### src/rtl/md5_pkg.sv
// Shared definitions for the MD5 search pipeline (md5core and md5_match).
// Provides digest/message widths, block padding constants, the search state
// encoding, the digest payload struct and a saturating counter helper.
package md5_pkg;

  localparam int unsigned WORD_W   = 32;
  localparam int unsigned DIGEST_W = 4 * WORD_W;
  localparam int unsigned MSG_BITS = 152;
  localparam int unsigned CNT_W    = 32;
  localparam int unsigned BLOCK_W  = 512;

  // Padding byte following the message and the message length in bits (19 bytes)
  localparam logic [7:0]  PAD_BYTE = 8'h80;
  localparam logic [15:0] MSG_LEN  = 16'h98;

  typedef enum logic [1:0] {
    ST_IDLE   = 2'd0,
    ST_SEARCH = 2'd1,
    ST_FOUND  = 2'd2,
    ST_DONE   = 2'd3
  } state_t;

  // Digest words in MD5 output order, A in the most significant position
  typedef struct packed {
    logic [WORD_W-1:0] a;
    logic [WORD_W-1:0] b;
    logic [WORD_W-1:0] c;
    logic [WORD_W-1:0] d;
  } digest_t;

  // Increment that sticks at all-ones instead of wrapping
  function automatic logic [CNT_W-1:0] sat_inc(input logic [CNT_W-1:0] v);
    return (&v) ? v : v + CNT_W'(1);
  endfunction

endpackage

### src/rtl/md5_digest_eq.sv
// Registered per-word comparison of two 128-bit MD5 digests.
// Ports:
//   clk, reset_n : clock, synchronous active-low reset
//   en           : register enable; eq holds while low
//   lhs, rhs     : digests to compare, word A in [127:96]
//   eq           : registered equality bits, eq[3]=A ... eq[0]=D
module md5_digest_eq
  import md5_pkg::*;
(
  input  logic                clk,
  input  logic                reset_n,
  input  logic                en,
  input  logic [DIGEST_W-1:0] lhs,
  input  logic [DIGEST_W-1:0] rhs,
  output logic [3:0]          eq
);

  digest_t l;
  digest_t r;

  assign l = digest_t'(lhs);
  assign r = digest_t'(rhs);

  // One equality bit per digest word
  always_ff @(posedge clk) begin
    if (!reset_n) begin
      eq <= 4'd0;
    end else if (en) begin
      eq <= {l.a == r.a, l.b == r.b, l.c == r.c, l.d == r.d};
    end
  end

endmodule

### src/rtl/md5_match.sv
// Search-result stage: compares each digest from md5core against an armed
// target, counts evaluated results, captures the message of the first match,
// or reports exhaustion after max_count results.
// Ports:
//   clk, reset_n        : clock, synchronous active-low reset
//   en                  : global enable; all state holds while low
//   start               : latch target/limit, clear results, (re)arm search
//   target_hash         : expected digest, [127:96]=A .. [31:0]=D
//   max_count           : results to evaluate before DONE, 0 = unlimited
//   a_in..d_in          : digest words from md5core
//   m_in                : padded block from md5core, message in the top bits
//   valid_in            : digest/block valid
//   busy / match / done : state is SEARCH / FOUND / DONE
//   match_mesg          : captured candidate message
//   hash_count          : results evaluated since the last start
module md5_match
  import md5_pkg::*;
(
  input  logic                clk,
  input  logic                reset_n,
  input  logic                en,
  input  logic                start,
  input  logic [DIGEST_W-1:0] target_hash,
  input  logic [CNT_W-1:0]    max_count,
  input  logic [WORD_W-1:0]   a_in,
  input  logic [WORD_W-1:0]   b_in,
  input  logic [WORD_W-1:0]   c_in,
  input  logic [WORD_W-1:0]   d_in,
  input  logic [BLOCK_W-1:0]  m_in,
  input  logic                valid_in,
  output logic                busy,
  output logic                match,
  output logic                done,
  output logic [MSG_BITS-1:0] match_mesg,
  output logic [CNT_W-1:0]    hash_count
);

  state_t              state;
  state_t              state_next;
  logic [DIGEST_W-1:0] target_q;
  logic [CNT_W-1:0]    max_q;
  logic                v1;
  logic [MSG_BITS-1:0] msg_s1;
  logic [3:0]          eq_s1;
  logic                eval;
  logic                hit;
  logic                limit_hit;
  logic [CNT_W-1:0]    cnt_inc;
  logic                unused_ok;

  // Block padding and length field travel with the message but are not compared
  assign unused_ok = ^{m_in[BLOCK_W-MSG_BITS-1:0], PAD_BYTE, MSG_LEN};

  // Stage 1 equality bits against the latched target
  md5_digest_eq u_digest_eq (
    .clk     (clk),
    .reset_n (reset_n),
    .en      (en),
    .lhs     ({a_in, b_in, c_in, d_in}),
    .rhs     (target_q),
    .eq      (eq_s1)
  );

  // Stage 2 evaluation and next-state selection
  always_comb begin
    state_next = state;
    eval       = v1 && (state == ST_SEARCH);
    hit        = eval && (&eq_s1);
    cnt_inc    = sat_inc(hash_count);
    limit_hit  = eval && (max_q != CNT_W'(0)) && (cnt_inc == max_q);

    case (state)
      ST_IDLE:   if (start) state_next = ST_SEARCH;
      ST_SEARCH: begin
        if (start)          state_next = ST_SEARCH;
        else if (hit)       state_next = ST_FOUND;   // a match beats the limit
        else if (limit_hit) state_next = ST_DONE;
      end
      ST_FOUND:  if (start) state_next = ST_SEARCH;
      ST_DONE:   if (start) state_next = ST_SEARCH;
      default:   state_next = ST_IDLE;
    endcase

    if (!en) state_next = state;
  end

  // State register and state-decoded status outputs
  always_ff @(posedge clk) begin
    if (!reset_n) begin
      state <= ST_IDLE;
      busy  <= 1'b0;
      match <= 1'b0;
      done  <= 1'b0;
    end else if (en) begin
      state <= state_next;
      busy  <= (state_next == ST_SEARCH);
      match <= (state_next == ST_FOUND);
      done  <= (state_next == ST_DONE);
    end
  end

  // Datapath: arm/flush on start, otherwise advance stage 1 and commit stage 2
  always_ff @(posedge clk) begin
    if (!reset_n) begin
      target_q   <= '0;
      max_q      <= '0;
      v1         <= 1'b0;
      msg_s1     <= '0;
      hash_count <= '0;
      match_mesg <= '0;
    end else if (en) begin
      msg_s1 <= m_in[BLOCK_W-1 -: MSG_BITS];
      if (start) begin
        target_q   <= target_hash;
        max_q      <= max_count;
        v1         <= 1'b0;
        hash_count <= '0;
        match_mesg <= '0;
      end else begin
        v1 <= valid_in;
        if (eval) hash_count <= cnt_inc;
        if (hit)  match_mesg <= msg_s1;
      end
    end
  end

endmodule

### config.mk
export PLATFORM = sky130hd
export DESIGN_NAME = md5_match
export DESIGN_NICKNAME = d
export VERILOG_FILES = /design/src/rtl/md5_pkg.sv /design/src/rtl/md5_digest_eq.sv /design/src/rtl/md5_match.sv
export SDC_FILE = /design/constraint.sdc
export NUM_CORES = 1
export LEC_CHECK = 0
export BUFFER_PORTS_ARGS = -buffer_cell sky130_fd_sc_hd__buf_4
export CAP_MARGIN = 30
export CORE_AREA = 3 3 382 384
export CTS_CLUSTER_SIZE = 40
export DETAILED_ROUTE_END_ITERATION = 12
export DIE_AREA = 0 0 385 387
export GPL_ROUTABILITY_DRIVEN = 1
export PLACE_DENSITY = 0.37
export SLEW_MARGIN = 10
export SYNTH_ARGS = -nofsm -noshare
export SYNTH_HDL_FRONTEND = slang
export SYNTH_SLANG_ARGS = --single-unit
### constraint.sdc
create_clock -name clk -period 4.58 [get_ports clk]
set_input_delay 0.229 -clock clk [delete_from_list [all_inputs] [get_ports clk]]
set_output_delay 0.229 -clock clk [all_outputs]
set_load 0.02 [all_outputs]
# After elaboration in Yosys (flattened, before gate mapping)
# Index checks and enable logic that the tools add are counted.
dict set report totals {
  register_bits 506
  out_inout_bits 187
  word_cells 49
}
dict set report classes {
  n_addsub 1
  n_eq_ne 11
  n_mux 12
  reduce_logical 14
}
# op n
set ops {}
lappend ops {{2-to-1 mux 152 bit} 2}
lappend ops {{== test 32 bit} 5}
lappend ops {{2-to-1 mux 32 bit} 3}
lappend ops {{adder 32 x 1 -> 32 bit, second input constant} 1}
lappend ops {{AND reduction 32 bit} 1}
lappend ops {{nonzero test 32 bit} 1}
lappend ops {{2-to-1 mux 2 bit} 5}
lappend ops {{== test 2 bit, second input constant} 4}
lappend ops {{AND reduction 2 bit} 3}
lappend ops {{== test 2 x 1 -> 1 bit, second input constant} 2}
lappend ops {{logical AND 1 bit} 4}
lappend ops {{one-hot mux 2 bit (2 select lines)} 1}
lappend ops {{AND reduction 4 bit} 1}
lappend ops {{nonzero test 2 bit} 2}
lappend ops {{OR reduction 3 bit} 1}
lappend ops {{zero test 2 bit} 1}
lappend ops {{2-to-1 mux 1 bit} 1}

# Logic depth before layout (Yosys ltp)
# Gate-level depths: netlist of the first run.
dict set report depth {
  depth_word 10
  mapped_depth 10
}

# Modules after synthesis
# A second synthesis of the first run with hierarchy kept.
dict set report hier_totals {
  cells_unflattened 2418
  area_unflattened_um2 20923.8
}
# module n_inst cells_per_inst area_per_inst_um2 seq_area_each_um2
set modules_own_cells {}
lappend modules_own_cells {md5_match 1 2232 19402.4 10049.6}
lappend modules_own_cells {md5_digest_eq 1 186 1521.5 80.1}

# Worst setup path before layout of the first run
# Ideal clock, no wire load.
dict set report synth_path {
  kind {register -> register}
  startpoint {reg hash_count[0]}
  endpoint {reg busy}
  setup_time_ns 0.120
  arrival_time_ns 2.890
  slack_ns 1.571
  path_stages_with_launch 9
  path_buffers 0
  period_less_slack_ns 3.009
  path_cell_list {dfxtp_1 ha_1 nand4_1 nor3_4 nand4_2 or3_1 a32o_1 or4_4 o31a_1}
}
dict set report synth_between {
  elab_chain_len 10
}
# item line
set synth_lines {}
lappend synth_lines {{start, declared} md5_match.sv:35} ;# output logic [CNT_W-1:0] hash_count
lappend synth_lines {{start signal, assigned} md5_match.sv:121} ;# if (eval) hash_count <= cnt_inc;
lappend synth_lines {{adder 32 x 1 -> 32 bit or AND reduction 32 bit (tied branches)} md5_pkg.sv:33} ;# return (&v) ? v : v + CNT_W'(1);
lappend synth_lines {{2-to-1 mux 32 bit (*)} md5_pkg.sv:33}
lappend synth_lines {{== test 32 bit (*)} md5_match.sv:70} ;# limit_hit = eval && (max_q != CNT_W'(0)) && (cnt_inc == max_q);
lappend synth_lines {{logical AND 1 bit (*)} md5_match.sv:70}
lappend synth_lines {{2-to-1 mux 2 bit (*)} md5_match.sv:77} ;# else if (limit_hit) state_next = ST_DONE;
lappend synth_lines {{2-to-1 mux 2 bit (*)} md5_match.sv:76} ;# else if (hit) state_next = ST_FOUND;
lappend synth_lines {{2-to-1 mux 2 bit (*)} md5_match.sv:75} ;# if (start) state_next = ST_SEARCH;
lappend synth_lines {{one-hot mux 2 bit (2 select lines) (*)} md5_match.sv:72} ;# case (state)
lappend synth_lines {{2-to-1 mux 2 bit (*)} md5_match.sv:84} ;# if (!en) state_next = state;
lappend synth_lines {{== test 2 x 1 -> 1 bit (*)} md5_match.sv:96} ;# busy <= (state_next == ST_SEARCH);
lappend synth_lines {{end signal, assigned} md5_match.sv:96}
lappend synth_lines {{end, declared} md5_match.sv:31} ;# output logic busy,
# Mark *: on every way between the ends. The rest lies on a longest branch, timed or not.
# A chain may end at the register's enable or synchronous reset.

# Final worst setup path of the first run
dict set report layout_path {
  startpoint {reg hash_count[1]}
  endpoint {reg busy}
}
# The elaborated chain is that of the path after synthesis.

==> flow_results.org, run 1 <==
** Placed design
- Routability-driven placement finished with a final weighted congestion of 0.840.
- Cell area reported after detailed placement :: ~27000 um^2
- In this run the tool buffered the top-level ports with about 630 buffer cells.
- Detailed-placement wirelength estimate :: ~76 mm

** Logic synthesis
- For this run, the register share of the synthesized area comes to 49.2%.
- Count of synthesis-stage warnings from yosys :: 0
- Synthesized Nets :: 3156
- Post-synth EDFFs :: 0
- After synthesis the cells add up to 20600 um^2.
- Number of distinct library cells after synthesis :: 73
- Prevailing post-synth register cell :: sky130_fd_sc_hd__dfxtp_1
- sky130_fd_sc_hd__dfxtp_1 is the most common cell in the netlist.
- Gate Count Post-Synth :: approximately 2.4k
- Cell type with the highest aggregate area in the netlist :: sky130_fd_sc_hd__dfxtp_1
- By area the synthesized netlist is led by sky130_fd_sc_hd__dfxtp_1 (49%), sky130_fd_sc_hd__mux2i_1 (7.5%), sky130_fd_sc_hd__nand2_1 (6.7%), sky130_fd_sc_hd__nor2_1 (6.4%), sky130_fd_sc_hd__a22oi_1 (5.6%).
- Synth async-reset ratio :: 0%
- Flops & latches, synth :: slightly above 500
- The top cell type by area accounts for about half of the synthesized area.
- Counting instances in the post-synthesis netlist gives the leading cell types as sky130_fd_sc_hd__dfxtp_1 (506), sky130_fd_sc_hd__nand2_1 (368), sky130_fd_sc_hd__nor2_1 (349).
- Synthesized area divided by synthesized cell count :: 8.76 um^2

** Clock network
- Root Buffer Master :: sky130_fd_sc_hd__clkbuf_16
- After clock tree synthesis, the clock-pin slew on the worst setup and hold paths is 0.06 ns.
- The number of clock buffers added by TritonCTS is 69.
- Resized cells post-CTS :: 0
- Total clock sinks :: slightly above 500
- After clock tree synthesis, the setup repair step added 0 buffers.
- Buffer depth of the longest clock path :: 3
- The clock reaches the later pin of the worst-skew pair after between 0.6 and 0.7 ns.
- CTS tree :: yes
- The clock tree synthesis step divided the H-tree into 3 levels.

** Drt
- After detailed routing, the number of remaining DRC violations is 0.
- Using the TritonRoute via totals, the vias-per-cell ratio works out to 3.91.
- In this run the remaining antenna-violating nets after routing total 0.
- The detailed router finished its first iteration with roughly 1.2k violations.
- Summed over all layers, the routed wires come to 104 mm.
- Dividing the detail-routed wire length by the instance count gives 19.8 um.
- Summing over every cut layer, the via total after detailed routing is just over 20k.
- The first detailed-routing pass took 5 iterations.

** Run status
- The run finished with clean final reports.

** STA
- F_max :: ~260 MHz
- Of the available clock period, the critical path in the final layout requires 84.9%.
- Setup violations remaining at the end of the flow were counted as 0.
- Setup total negative slack :: 0 ns
- Final critical-path required period :: between 3 and 4 ns
- Worst setup skew after layout :: between 0.02 and 0.03 ns
- At the pin with the least slew margin, the transition time is about 1.3 ns.
- Max_slew headroom :: between 10 and 15%
- Setup repair after global routing left no endpoint under its margin.
- The final number of hold-violating endpoints came to 0.
- Number of max-slew violations in the final report :: 0

** Setup path
- Internal reg-to-reg setup slack :: 0.69 ns
- The worst register-to-register path ends at busy$_SDFFE_PN0P_.
- Worst reg2reg path startpoint :: hash_count[1]$_SDFFE_PN0P_
- Data arrival, critical path :: approximately 4.4 ns
- Counting cells, the worst reg-to-reg path comes to 9.
- The worst setup path is of the reg -> reg kind.
- Kind of end point of the critical path :: flop
- Worst EP required :: roughly 5 ns
- Along the worst path, the maximum fanout reaches 8.
- STA classifies the critical path startpoint as a flop.

** Finish
- The multi-input combinational cells in the finished layout cover a total of 9770 um^2.
- The finished cells cover around 33000 um^2.
- Count of fill cells added during filler insertion :: ~16k
- Registers take around 10000 um^2.
- Syn-to-layout area delta :: 61.2%
- Of the cells placed in the final design, the portion with a size suffix greater than 1 is 24.4%.
- # nets final :: between 4k and 5k

** Global routing
- The first global-routing pass estimated between 100 and 150 mm of wire.
- Initial antenna violation count :: 33
- Global routing finished with a remaining overflow of 0.
- Number of global-route vias before repair :: ~20k
- Entering global routing, the biggest net connects 184 pins.
- Combined global-route utilization of all metal layers :: a little over an eighth

** Power
- Power density relative to cell area :: approximately 350 nW/um^2
- In this run the static leakage power is ~13 nW.
- Worst vdd rail ir drop :: between 0.2 and 0.3 mV

** Die
- Top-level I/O count :: a little under 1k
- Initial core utilization :: between 10% and 20%
- Die footprint :: between 100000 and 150000 um^2
- The floorplan has approximately 140 rows.
- Die Wd :: 385 um
- Vertical die dimension :: 387 um
- Core Region :: roughly 140000 um^2

** Worst hold path
- The worst hold path belongs to the class in -> reg.
- Source of the worst hold timing path :: target_hash[120]
- Hold path cells :: 3
- The path with the worst hold slack has its endpoint at target_q[120]$_SDFFE_PN0P_.

** Run
- The tool flagged a number of max-cap violations equal to 0.
worst max-delay path by stage:
stage                               startpoint               endpoint  slack, ns
floorplan           hash_count[0]$_SDFFE_PN0P_      busy$_SDFFE_PN0P_       1.57
global placement    hash_count[1]$_SDFFE_PN0P_      busy$_SDFFE_PN0P_       0.66
detailed placement  hash_count[1]$_SDFFE_PN0P_      busy$_SDFFE_PN0P_       0.71
CTS                 hash_count[1]$_SDFFE_PN0P_      busy$_SDFFE_PN0P_       0.67
global route        hash_count[1]$_SDFFE_PN0P_  state[1]$_SDFFE_PN0P_       0.45
finish              hash_count[1]$_SDFFE_PN0P_      busy$_SDFFE_PN0P_       0.69
registers in the layout (all words and copies together), names as in the netlist:
| name | count |
|---|---|
| target_q | 128 |
| msg_s1 | 152 |
| busy | 1 |
| done | 1 |
| hash_count | 32 |
| v1 | 1 |
| match_mesg | 152 |
| match | 1 |
| state | 2 |
| max_q | 32 |
| u_digest_eq.eq | 4 |
stage by stage:
| stage | cells | util (%) | hold slack [ns] | total power [mW] | setup slack (ns) |
|---|---|---|---|---|---|
| 2_1_floorplan | 2350 | - | 0.363 | 5.17 | 1.57 |
| 3_3_place_gp | 4757 | 19.2 | 0.453 | 5.74 | 0.657 |
| 3_5_place_dp | 4758 | 19.2 | 0.453 | 5.75 | 0.714 |
| 4_1_cts | 5212 | 23.2 | 0.00377 | 11.8 | 0.674 |
| 5_1_grt | 5221 | 23.2 | 0.0560 | 12.1 | 0.452 |
| 6_report | 5228 | 23.2 | 0.101 | 11.6 | 0.691 |
final cells by class:
| cell class | instances | area share, % |
|---|---|---|
| antenna | 15 | 0.113 |
| clock buffer | 95 | 5.83 |
| clock inverter | 30 | 1.31 |
| inverter | 13 | 0.170 |
| multi-input combinational | 1665 | 29.4 |
| sequential | 506 | 30.5 |
| tap | 1903 | 7.17 |
| timing repair buffer | 1001 | 25.5 |
cell families after synthesis:
kind of cell             Yosys count  share of synthesized area (%)
multiplexers                     155                           7.54
adder cells (fa/ha/maj)            1                         0.0608
AND/OR/NAND/NOR                  900                           19.1
AO/OA/AOI/OAI                    442                           13.5
XOR/XNOR                         167                           7.10
buffers and inverters            179                           3.51
flip-flops                       506                           49.2
critical path, cell delays in order, from the launching register on:
cell,delay (ns)
sky130_fd_sc_hd__dfxtp_1,0.52
sky130_fd_sc_hd__ha_1,0.33
sky130_fd_sc_hd__nand4_1,0.30
sky130_fd_sc_hd__or3_1,0.46
sky130_fd_sc_hd__nor3_2,0.59
sky130_fd_sc_hd__or4_1,0.27
sky130_fd_sc_hd__xnor2_1,0.12
sky130_fd_sc_hd__a2111oi_0,0.44
sky130_fd_sc_hd__nand4_1,0.36
sky130_fd_sc_hd__o31a_1,0.37
routing by layer:
layer,GRT usage [%],routed length (um)
met2,19.6,43200
met4,3.47,2110
met1,19.1,49700
met3,4.17,8600
met5,0,62
what timing repair did:
item,in CTS,in global routing
endpoints found under the setup margin,0,0
endpoints found under the hold margin,326,0
hold buffers,329,0
placed cells by master, fill, tap and decap left out, drive strengths merged, types with 13 or more instances in the layout:
| master | instances |
|---|---|
| clkinv | 14 |
| nor3 | 25 |
| inv | 18 |
| a21oi | 196 |
| a22oi | 153 |
| nor4 | 38 |
| nand3 | 20 |
| nor2 | 350 |
| dfxtp | 506 |
| a31oi | 13 |
| and3 | 13 |
| buf | 672 |
| nand4 | 37 |
| xnor2 | 94 |
| diode | 15 |
| dlygate4sd3 | 329 |
| mux2i | 155 |
| nand2 | 369 |
| clkbuf | 95 |
| o21ai | 32 |
| xor2 | 73 |
where the power goes:
part,total [mW],switching (mW),internal [mW]
Clock,5.70,2.25,3.44
Combinational,1.21,0.565,0.649
Sequential,4.67,0.123,4.55
Total,11.6,2.94,8.64
No activity file was read; power rests on OpenSTA's default activity.
==> run 2, diff against run 1 <==
--- a/config.mk
+++ b/config.mk
@@ -7,10 +7,10 @@
 export LEC_CHECK = 0
 export BUFFER_PORTS_ARGS = -buffer_cell sky130_fd_sc_hd__buf_4
 export CAP_MARGIN = 30
-export CORE_AREA = 3 3 382 384
+export CORE_AREA = 3 3 383 385
 export CTS_CLUSTER_SIZE = 40
 export DETAILED_ROUTE_END_ITERATION = 12
-export DIE_AREA = 0 0 385 387
+export DIE_AREA = 0 0 386 388
 export GPL_ROUTABILITY_DRIVEN = 1
 export PLACE_DENSITY = 0.37
 export SLEW_MARGIN = 10
==> constraint.sdc (replaced) <==
create_clock -name clk -period 3.7 [get_ports clk]
set_input_delay 0.185 -clock clk [delete_from_list [all_inputs] [get_ports clk]]
set_output_delay 0.185 -clock clk [all_outputs]
set_load 0.02 [all_outputs]
==> run 2 against run 1 <==
Sequential power up 24%. Sequential share of layout area fell by 0.46 points. First-iteration DRC count is 11% lower. Global-route usage down 0.074 points. Register-to-register slack got worse by 0.40 ns. Maximum frequency rose by 14%. Routed wire length hardly changed. Setup slack lost 0.40 ns. Clock power rose by 23%. Worst hold slack got worse by 0.016 ns. Combinational power grew 26%.
==> flow_results.org, run 2 (synthesis gave the netlist of run 1 again) <==
** Drt
- Average vias per placed instance :: 3.89 (was 3.91)
- Wire per inst :: 19.6 um (was 19.8 um)
- Number of iterations in the first detailed-routing pass :: 5 (unchanged)
- The total via count in the routed design is 20.5k (about the same).
- The DRC violations left came to 0 (unchanged).
- Routed Antenna Nets :: 0 (unchanged)
- Number of DRC markers in iteration 0 :: 1027 (was 1153)
- Post-Route WL :: 104 mm (about the same)

** Finish
- The count of filler cells inserted in the layout came to 15.8k (about the same).
- Top library cells by usage in the layout, fill and taps aside: sky130_fd_sc_hd__buf_4 (696), sky130_fd_sc_hd__dfxtp_1 (506), sky130_fd_sc_hd__nand2_1 (368), sky130_fd_sc_hd__nor2_1 (349), sky130_fd_sc_hd__dlygate4sd3_1 (347) (was sky130_fd_sc_hd__buf_4 (662), sky130_fd_sc_hd__dfxtp_1 (506), sky130_fd_sc_hd__nand2_1 (368), sky130_fd_sc_hd__nor2_1 (349), sky130_fd_sc_hd__dlygate4sd3_1 (329)).
- Largest registers :: match_mesg x152, msg_s1 x152, target_q x128 (unchanged)
- The most common cell after layout, fill and taps aside was sky130_fd_sc_hd__buf_4 (unchanged).
- Share of final-layout standard cells stronger than drive strength 1 :: 25.1% (was 24.4%)
- The post-layout net count came to 4116 (was 4062).
- The area taken by multi-input logic gates was 9770 um^2 (unchanged).
- Syn-to-layout area delta :: 63.7% (was 61.2%)
- The number of non-filler instances in the completed layout came to 5279 (was 5228).
- The share of the core filled with cells in the final layout came to 23.5% (was 23.2%).
- The footprint of the flip-flops and latches came to 10100 um^2 (unchanged).

** Setup path
- Data arrival, critical path :: 3.95 ns (was 4.43 ns)
- The most frequent cell on the critical path was sky130_fd_sc_hd__nor3_1 (was sky130_fd_sc_hd__nand4_1).
- CP Cell Sequence :: and4_1 > nand4_4 > nor4_1 > nor3_1 > nor3_1 > a31oi_1 > or4_4 > o31a_1 (was ha_1 > nand4_1 > or3_1 > nor3_2 > or4_1 > xnor2_1 > a2111oi_0 > nand4_1 > o31a_1)
- Longest individual stage delay on the worst path :: 0.76 ns (was 0.59 ns)
- Kind of end point of the critical path :: flop (unchanged)
- Worst reg2reg path startpoint :: hash_count[7]$_SDFFE_PN0P_ (was hash_count[1]$_SDFFE_PN0P_)
- Critical Path Slowest Stage Cell :: sky130_fd_sc_hd__nor4_1 (was sky130_fd_sc_hd__nor3_2)
- Worst r2r dst :: busy$_SDFFE_PN0P_ (unchanged)
- The slack of the worst reg-to-reg path is 0.29 ns (was 0.69 ns).
- The type of origin of the critical path was a flop (unchanged).
- Worst EP required :: 4.24 ns (was 5.12 ns)
- The maximum fanout along the worst path is 9 (was 8).
- The critical path start-end classification is reg -> reg (unchanged).
- The path depth of the worst reg2reg path is 8 (was 9).

** Placed design
- The worst setup slack after placement came to 0.389 ns (was 0.714 ns).
- Final estimated routing congestion in global placement :: 0.852 (was 0.840)
- The count of buffers from port buffering was 631 (unchanged).
- Detailed-placement wirelength estimate :: 77.6 mm (was 76.4 mm)
- The total placed cells including tap cells was 4795 (was 4758).

** Clock network
- The clock network latency to the later pin of the worst-skew pair came to 0.65 ns (was 0.66 ns).
- Total clock sinks :: 506 (unchanged)
- Buffer depth of the longest clock path :: 3 (unchanged)
- The clock tree from TritonCTS is yes (unchanged).
- Clock slew at the register clock pins of the worst setup and hold paths :: 0.06 ns (about the same)
- Total setup buffers inserted after CTS :: 0 (unchanged)
- Clock buffers created by TritonCTS :: 69 (unchanged)
- The quantity of gates resized following cts was 0 (unchanged).
- The number of H-tree levels is 3 (unchanged).
- The clock tree root buffer cell was sky130_fd_sc_hd__clkbuf_16 (unchanged).

** Global routing
- The pin count of the biggest net entering global routing is 155 (was 184).
- The residual overflow from global routing is 0 (unchanged).
- Combined global-route utilization of all metal layers :: 13.4% (was 13.5%)
- Initial antenna violation count :: 32 (was 33)
- Number of global-route vias before repair :: 20.6k (was 20.4k)
- First-pass GRT wire length :: 147 mm (about the same)

** STA
- Worst setup skew after layout :: 0.0389 ns (was 0.0294 ns)
- The normalized max-slew margin was 40.9% (was 12.4%).
- The smallest setup slack after layout is 0.289 ns (was 0.691 ns).
- F_max :: 293 MHz (was 257 MHz)
- Final number of hold-violating endpoints :: 0 (unchanged)
- Final critical-path required period :: 3.41 ns (was 3.89 ns)
- Hold_ws :: 0.0846 ns (was 0.101 ns)
- Final period util :: 92.2% (was 84.9%)
- Setup total negative slack :: 0 ns (unchanged)
- The number of endpoints failing setup at the final stage was 0 (unchanged).
- Actual slew at the worst max-slew pin :: 0.886 ns (was 1.31 ns)
- The final count of pins violating max slew came to 0 (unchanged).
- Setup repair after global routing missed its margin :: false (unchanged)

** Power
- Worst vdd rail ir drop :: 0.274 mV (was 0.261 mV)
- Power density relative to cell area :: 425 nW/um^2 (was 349 nW/um^2)
- Leakage power :: 13.7 nW (was 13.4 nW)

** Die
- Number of core rows :: 139 (unchanged)
- The vertical extent of the die was 388 um (was 387 um).
- Core Region :: 143000 um^2 (about the same)
- The initial standard-cell utilization of the core was 14.3% (was 14.4%).
- Top-level I/O count :: 992 (unchanged)
- Die Wd :: 386 um (was 385 um)
- Die footprint :: 150000 um^2 (was 149000 um^2)

** Worst hold path
- The capture endpoint of the worst hold path is done$_SDFFE_PN0P_ (was target_q[120]$_SDFFE_PN0P_).
- The cell count of the worst hold path was 4 (was 3).
- Source of the worst hold timing path :: en (was target_hash[120])
- The worst min-delay path class is in -> reg (unchanged).

** Run status
- Run status: finished clean (unchanged).

** Run
- The number of max-cap violations was 0 (unchanged).
## run 2: final cells by class
type	count	share of cell area, %
Clock inverter	22	1.00
Sequential cell	506	30.1
Antenna cell	15	0.111
Timing Repair Buffer	1055	26.5
Tap cell	1903	7.06
Clock buffer	100	6.10
Inverter	13	0.167
Multi-Input combinational cell	1665	29.0
## run 2: worst max-delay path: cells and delay by family, from the launching register on
family	cells	cell delay, ns
AND/OR/NAND/NOR	6	2.37
flip-flops	1	0.53
AO/OA/AOI/OAI	2	0.41
## run 2: worst max-delay path by stage
stage / slack (ns) / endpoint / depth (start not counted) / startpoint
final: 0.29 / busy$_SDFFE_PN0P_ / 8 / hash_count[7]$_SDFFE_PN0P_
after global routing: 0.13 / busy$_SDFFE_PN0P_ / 8 / hash_count[7]$_SDFFE_PN0P_
after CTS: 0.37 / busy$_SDFFE_PN0P_ / 8 / hash_count[7]$_SDFFE_PN0P_
after detailed placement: 0.39 / busy$_SDFFE_PN0P_ / 8 / hash_count[7]$_SDFFE_PN0P_
after global placement: 0.32 / busy$_SDFFE_PN0P_ / 9 / hash_count[11]$_SDFFE_PN0P_
after floorplan: 0.69 / busy$_SDFFE_PN0P_ / 8 / hash_count[0]$_SDFFE_PN0P_
## run 2: layer usage
layer,track usage (%),part of all wire (%),vias to the layer above
li1,-,-,10100
met1,19.0,48,9723
met2,19.7,42,642
met3,4.12,7.6,115
met4,3.12,1.9,14
met5,0,0.080,-
## run 2: what timing repair did
item | in CTS | in global routing
endpoints found under the hold margin | 326 | 0
hold buffers | 347 | 0
endpoints found under the setup margin | 0 | 0
## run 2: per-stage QoR
step           area (um^2)  total power, mW
2_1_floorplan        20600             6.41
3_3_place_gp         27800             7.10
3_5_place_dp         27800             7.11
4_1_cts              33700             14.7
5_1_grt              33700             15.0
6_report             33700             14.3
## run 2: power by group
| group | leakage [nW] | internal [mW] | switching (mW) |
|---|---|---|---|
| clock | 1.17 | 4.18 | 2.84 |
| combinational | 8.36 | 0.832 | 0.689 |
| sequential | 4.13 | 5.63 | 0.153 |
==> run 3, diff against run 2 <==
--- a/config.mk
+++ b/config.mk
@@ -7,12 +7,13 @@
 export LEC_CHECK = 0
 export BUFFER_PORTS_ARGS = -buffer_cell sky130_fd_sc_hd__buf_4
 export CAP_MARGIN = 30
-export CORE_AREA = 3 3 383 385
+export CORE_AREA = 3 3 381 383
 export CTS_CLUSTER_SIZE = 40
 export DETAILED_ROUTE_END_ITERATION = 12
-export DIE_AREA = 0 0 386 388
+export DIE_AREA = 0 0 384 386
 export GPL_ROUTABILITY_DRIVEN = 1
-export PLACE_DENSITY = 0.37
+export GPL_TIMING_DRIVEN = 1
+export PLACE_DENSITY = 0.38
 export SLEW_MARGIN = 10
 export SYNTH_ARGS = -nofsm -noshare
 export SYNTH_HDL_FRONTEND = slang
==> constraint.sdc (replaced) <==
create_clock -name clk -period 3.02 [get_ports clk]
set_input_delay 0.151 -clock clk [delete_from_list [all_inputs] [get_ports clk]]
set_output_delay 0.151 -clock clk [all_outputs]
set_load 0.02 [all_outputs]
==> run 3 against run 2 <==
Combinational power up 22%. Power up 22%. Count of clock-buffer cells in the layout down 2. Sequential power up 23%. Clock power up 23%. Die area down 1.0%. Clock skew up 0.0025 ns.
==> flow_results.org, run 3 (synthesis gave the netlist of run 1 again) <==
** Run
- Max-cap violations :: 0 (unchanged)

** Drt
- Routed Antenna Nets :: 0 (unchanged)
- The detailed-routed wire length on met2 was 44.0 mm (was 43.6 mm).
- The mean number of vias per cell came to 3.91 (was 3.89).
- Wire per inst :: 19.6 um (about the same)
- Number of iterations in the first detailed-routing pass :: 5 (unchanged)
- Total number of vias :: 20.8k (was 20.5k)
- Highest metal layer used by the detailed router :: met5 (unchanged)
- The total met3 wirelength after detailed routing is 9.19 mm (was 7.84 mm).
- The number of DRC markers after the initial detailed-route iteration is 1245 (was 1027).
- Met1 Routed Length :: 48.9 mm (was 50.2 mm)
- Post-Route WL :: 104 mm (about the same)
- The DRC violations left is 0 (unchanged).

** Power
- The switching share of power was 26.0% (was 25.7%).
- Worst vdd rail ir drop :: 0.395 mV (was 0.274 mV)
- The proportion of power drawn by combinational gates was 10.6% (about the same).
- Int Power :: 13.0 mW (was 10.6 mW)
- Net switching power :: 4.55 mW (was 3.68 mW)
- The total power per unit cell area is 513 nW/um^2 (was 425 nW/um^2).
- Leakage power :: 14.0 nW (was 13.7 nW)
- The part of the total power dissipated in the clock network came to 49.0% (about the same).
- Sequential share of power :: 40.5% (was 40.4%)

** Placed design
- The count of buffers from port buffering was 631 (unchanged).
- Number of cells after detailed placement :: 4845 (was 4795)
- The placer congestion estimate came to 0.851 (was 0.852).
- Detailed-placement wirelength estimate :: 77.7 mm (was 77.6 mm)

** Finish
- Largest registers :: match_mesg x152, msg_s1 x152, target_q x128 (unchanged)
- The count of filler cells inserted in the layout came to 15.5k (was 15.8k).
- # nets final :: 4170 (was 4116)
- The post-synthesis to final-layout area growth is 66.0% (was 63.7%).
- Core utilization of the finished layout :: 24.1% (was 23.5%)
- Share of final-layout standard cells stronger than drive strength 1 :: 27.0% (was 25.1%)
- Top library cells by usage in the layout, fill and taps aside: sky130_fd_sc_hd__buf_4 (757), sky130_fd_sc_hd__dfxtp_1 (502), sky130_fd_sc_hd__nand2_1 (368), sky130_fd_sc_hd__nor2_1 (349), sky130_fd_sc_hd__dlygate4sd3_1 (334) (was sky130_fd_sc_hd__buf_4 (696), sky130_fd_sc_hd__dfxtp_1 (506), sky130_fd_sc_hd__nand2_1 (368), sky130_fd_sc_hd__nor2_1 (349), sky130_fd_sc_hd__dlygate4sd3_1 (347)).
- Leading cell type in the layout, fill and taps excluded :: sky130_fd_sc_hd__buf_4 (unchanged)
- The number of non-filler instances in the completed layout was 5316 (was 5279).

** Global routing
- First-pass GRT wire length :: 147 mm (about the same)
- Number of global-route vias before repair :: 21.0k (was 20.6k)
- The pin count of the biggest net entering global routing came to 163 (was 155).
- Residual overflow from global routing :: 0 (unchanged)
- The number of antenna violations at the first check in global routing is 24 (was 32).
- The total track usage was 13.5% (was 13.4%).

** STA
- The share of the clock period used by the worst path after layout is 96.5% (was 92.2%).
- Max_slew headroom :: 19.0% (was 40.9%)
- The number of endpoints failing setup at the final stage is 0 (unchanged).
- Worst setup skew after layout :: 0.0414 ns (was 0.0389 ns)
- Setup repair after global routing missed its margin: true (was false).
- The time the final worst path needs with I/O delays and setup is 2.91 ns (was 3.41 ns).
- The slew of the pin with the lowest slew margin was 1.22 ns (was 0.886 ns).
- Final number of hold-violating endpoints :: 0 (unchanged)
- The final count of pins violating max slew was 0 (unchanged).
- The highest clock frequency the design can meet is 343 MHz (was 293 MHz).

** Die
- The die area is 148000 um^2 (was 150000 um^2).
- The initial standard-cell utilization of the core was 14.5% (was 14.3%).
- The number of placement rows came to 138 (was 139).
- The floorplan die width came to 384 um (was 386 um).
- Top-level I/O count :: 992 (unchanged)
- Core Region :: 142000 um^2 (was 143000 um^2)
- Vertical die dimension :: 386 um (was 388 um)

** Setup path
- The maximum fanout along the worst path was 7 (was 9).
- The arrival time of data at the critical path endpoint was 3.46 ns (was 3.95 ns).
- Critical path start-end classification :: reg -> reg (unchanged)
- Kind of end point of the critical path :: flop (unchanged)
- Worst EP required :: 3.57 ns (was 4.24 ns)
- The type of origin of the critical path was a flop (unchanged).

** Clock network
- The maximum root-to-sink buffer count is 3 (unchanged).
- Clock buffers created by TritonCTS :: 71 (was 69)
- The CTS clock-pin slew for the worst setup and hold paths was 0.05 ns (was 0.06 ns).
- The count of clock tree sinks came to 506 (unchanged).
- Worst-skew pair later-pin latency :: 0.67 ns (was 0.65 ns)
- The number of H-tree levels came to 3 (unchanged).
- CTS tree :: yes (unchanged)
- Root Buffer Master :: sky130_fd_sc_hd__clkbuf_16 (unchanged)

** Worst hold path
- The worst min-delay path class is in -> reg (unchanged).

** Run status
- Run status :: finished clean (unchanged)
## run 3: cell types whose count changed in the layout (fill, tap and decap cells not counted), moves of 5 or more
cell,delta
sky130_fd_sc_hd__clkbuf_8,-10
sky130_fd_sc_hd__dlygate4sd3_1,-13
sky130_fd_sc_hd__diode_2,-5
sky130_fd_sc_hd__inv_6,+5
sky130_fd_sc_hd__clkbuf_1,+7
sky130_fd_sc_hd__buf_4,+61
## run 3: cell type report
class                   instances  area (um^2)  area share, %
flip-flops and latches        506        10100           29.7
multi-input cells            1665         9890           28.9
repair buffers               1107         9320           27.3
well taps                    1890         2360           6.92
clock buffers                  98         1970           5.76
clock inverters                27          418           1.22
inverters                      13         56.3          0.165
diodes                         10         25.0         0.0732
## run 3: power groups by stage
stage	Combinational (mW)	Clock, mW	Sequential [mW]
global placement	1.47	0	7.24
detailed placement	1.48	0	7.24
global route	2.02	9.20	7.12
finish	1.85	8.60	7.10
CTS	1.87	9.00	7.10
floorplan	0.701	0	7.15
## run 3: worst max-delay path, stage by stage (launching register included)
cell                       delay [ns]
sky130_fd_sc_hd__dfxtp_1         0.46
sky130_fd_sc_hd__nand4_1         0.18
sky130_fd_sc_hd__buf_4           0.19
sky130_fd_sc_hd__nor3_4          0.30
sky130_fd_sc_hd__buf_6           0.15
sky130_fd_sc_hd__nand4_2         0.12
sky130_fd_sc_hd__buf_4           0.18
sky130_fd_sc_hd__a31oi_2         0.25
sky130_fd_sc_hd__o211ai_1        0.12
sky130_fd_sc_hd__or4_4           0.53
sky130_fd_sc_hd__o31a_1          0.31
## run 3: per-stage QoR
step	setup TNS, ns	power (mW)	setup WS, ns	hold WS [ns]	area (um^2)
3_3_place_gp	-0.209	8.71	-0.0777	0.384	28300
4_1_cts	0	18.0	0.00346	0.139	34000
3_5_place_dp	-0.0591	8.72	-0.0481	0.392	28300
5_1_grt	-0.00547	18.3	-0.00547	0.196	34200
6_report	0	17.5	0.107	0.257	34200
2_1_floorplan	0	7.85	0.0106	0.285	20600
## run 3: path summary, 6_finish.rpt
check	from	end	slack, ns	depth (start not counted)
setup / recovery	hash_count[2]$_SDFFE_PN0P_	busy$_SDFFE_PN0P_	0.11	10
hold / removal	m_in[393]	msg_s1[33]$_SDFFE_PN0P_	0.26	4
setup reg to reg	hash_count[2]$_SDFFE_PN0P_	busy$_SDFFE_PN0P_	0.11	10
hold reg to reg	target_q[68]$_SDFFE_PN0P_	target_q[68]$_SDFFE_PN0P_	0.46	2
## run 3: what timing repair did
item	4_1_cts	5_1_grt
cloned	0	0
endpoints found under the hold margin	329	0
hold buffers	334	0
setup buffers	0	2
resized for setup	3	24
setup endpoints to repair	2	3
pin swaps	1	7
## run 3: per-layer routing
| layer | GRT usage (%) | up-vias |
|---|---|---|
| li1 | - | 10200 |
| met1 | 18.5 | 9819 |
| met2 | 20.1 | 672 |
| met3 | 4.98 | 120 |
| met4 | 3.29 | 12 |
| met5 | 0 | - |
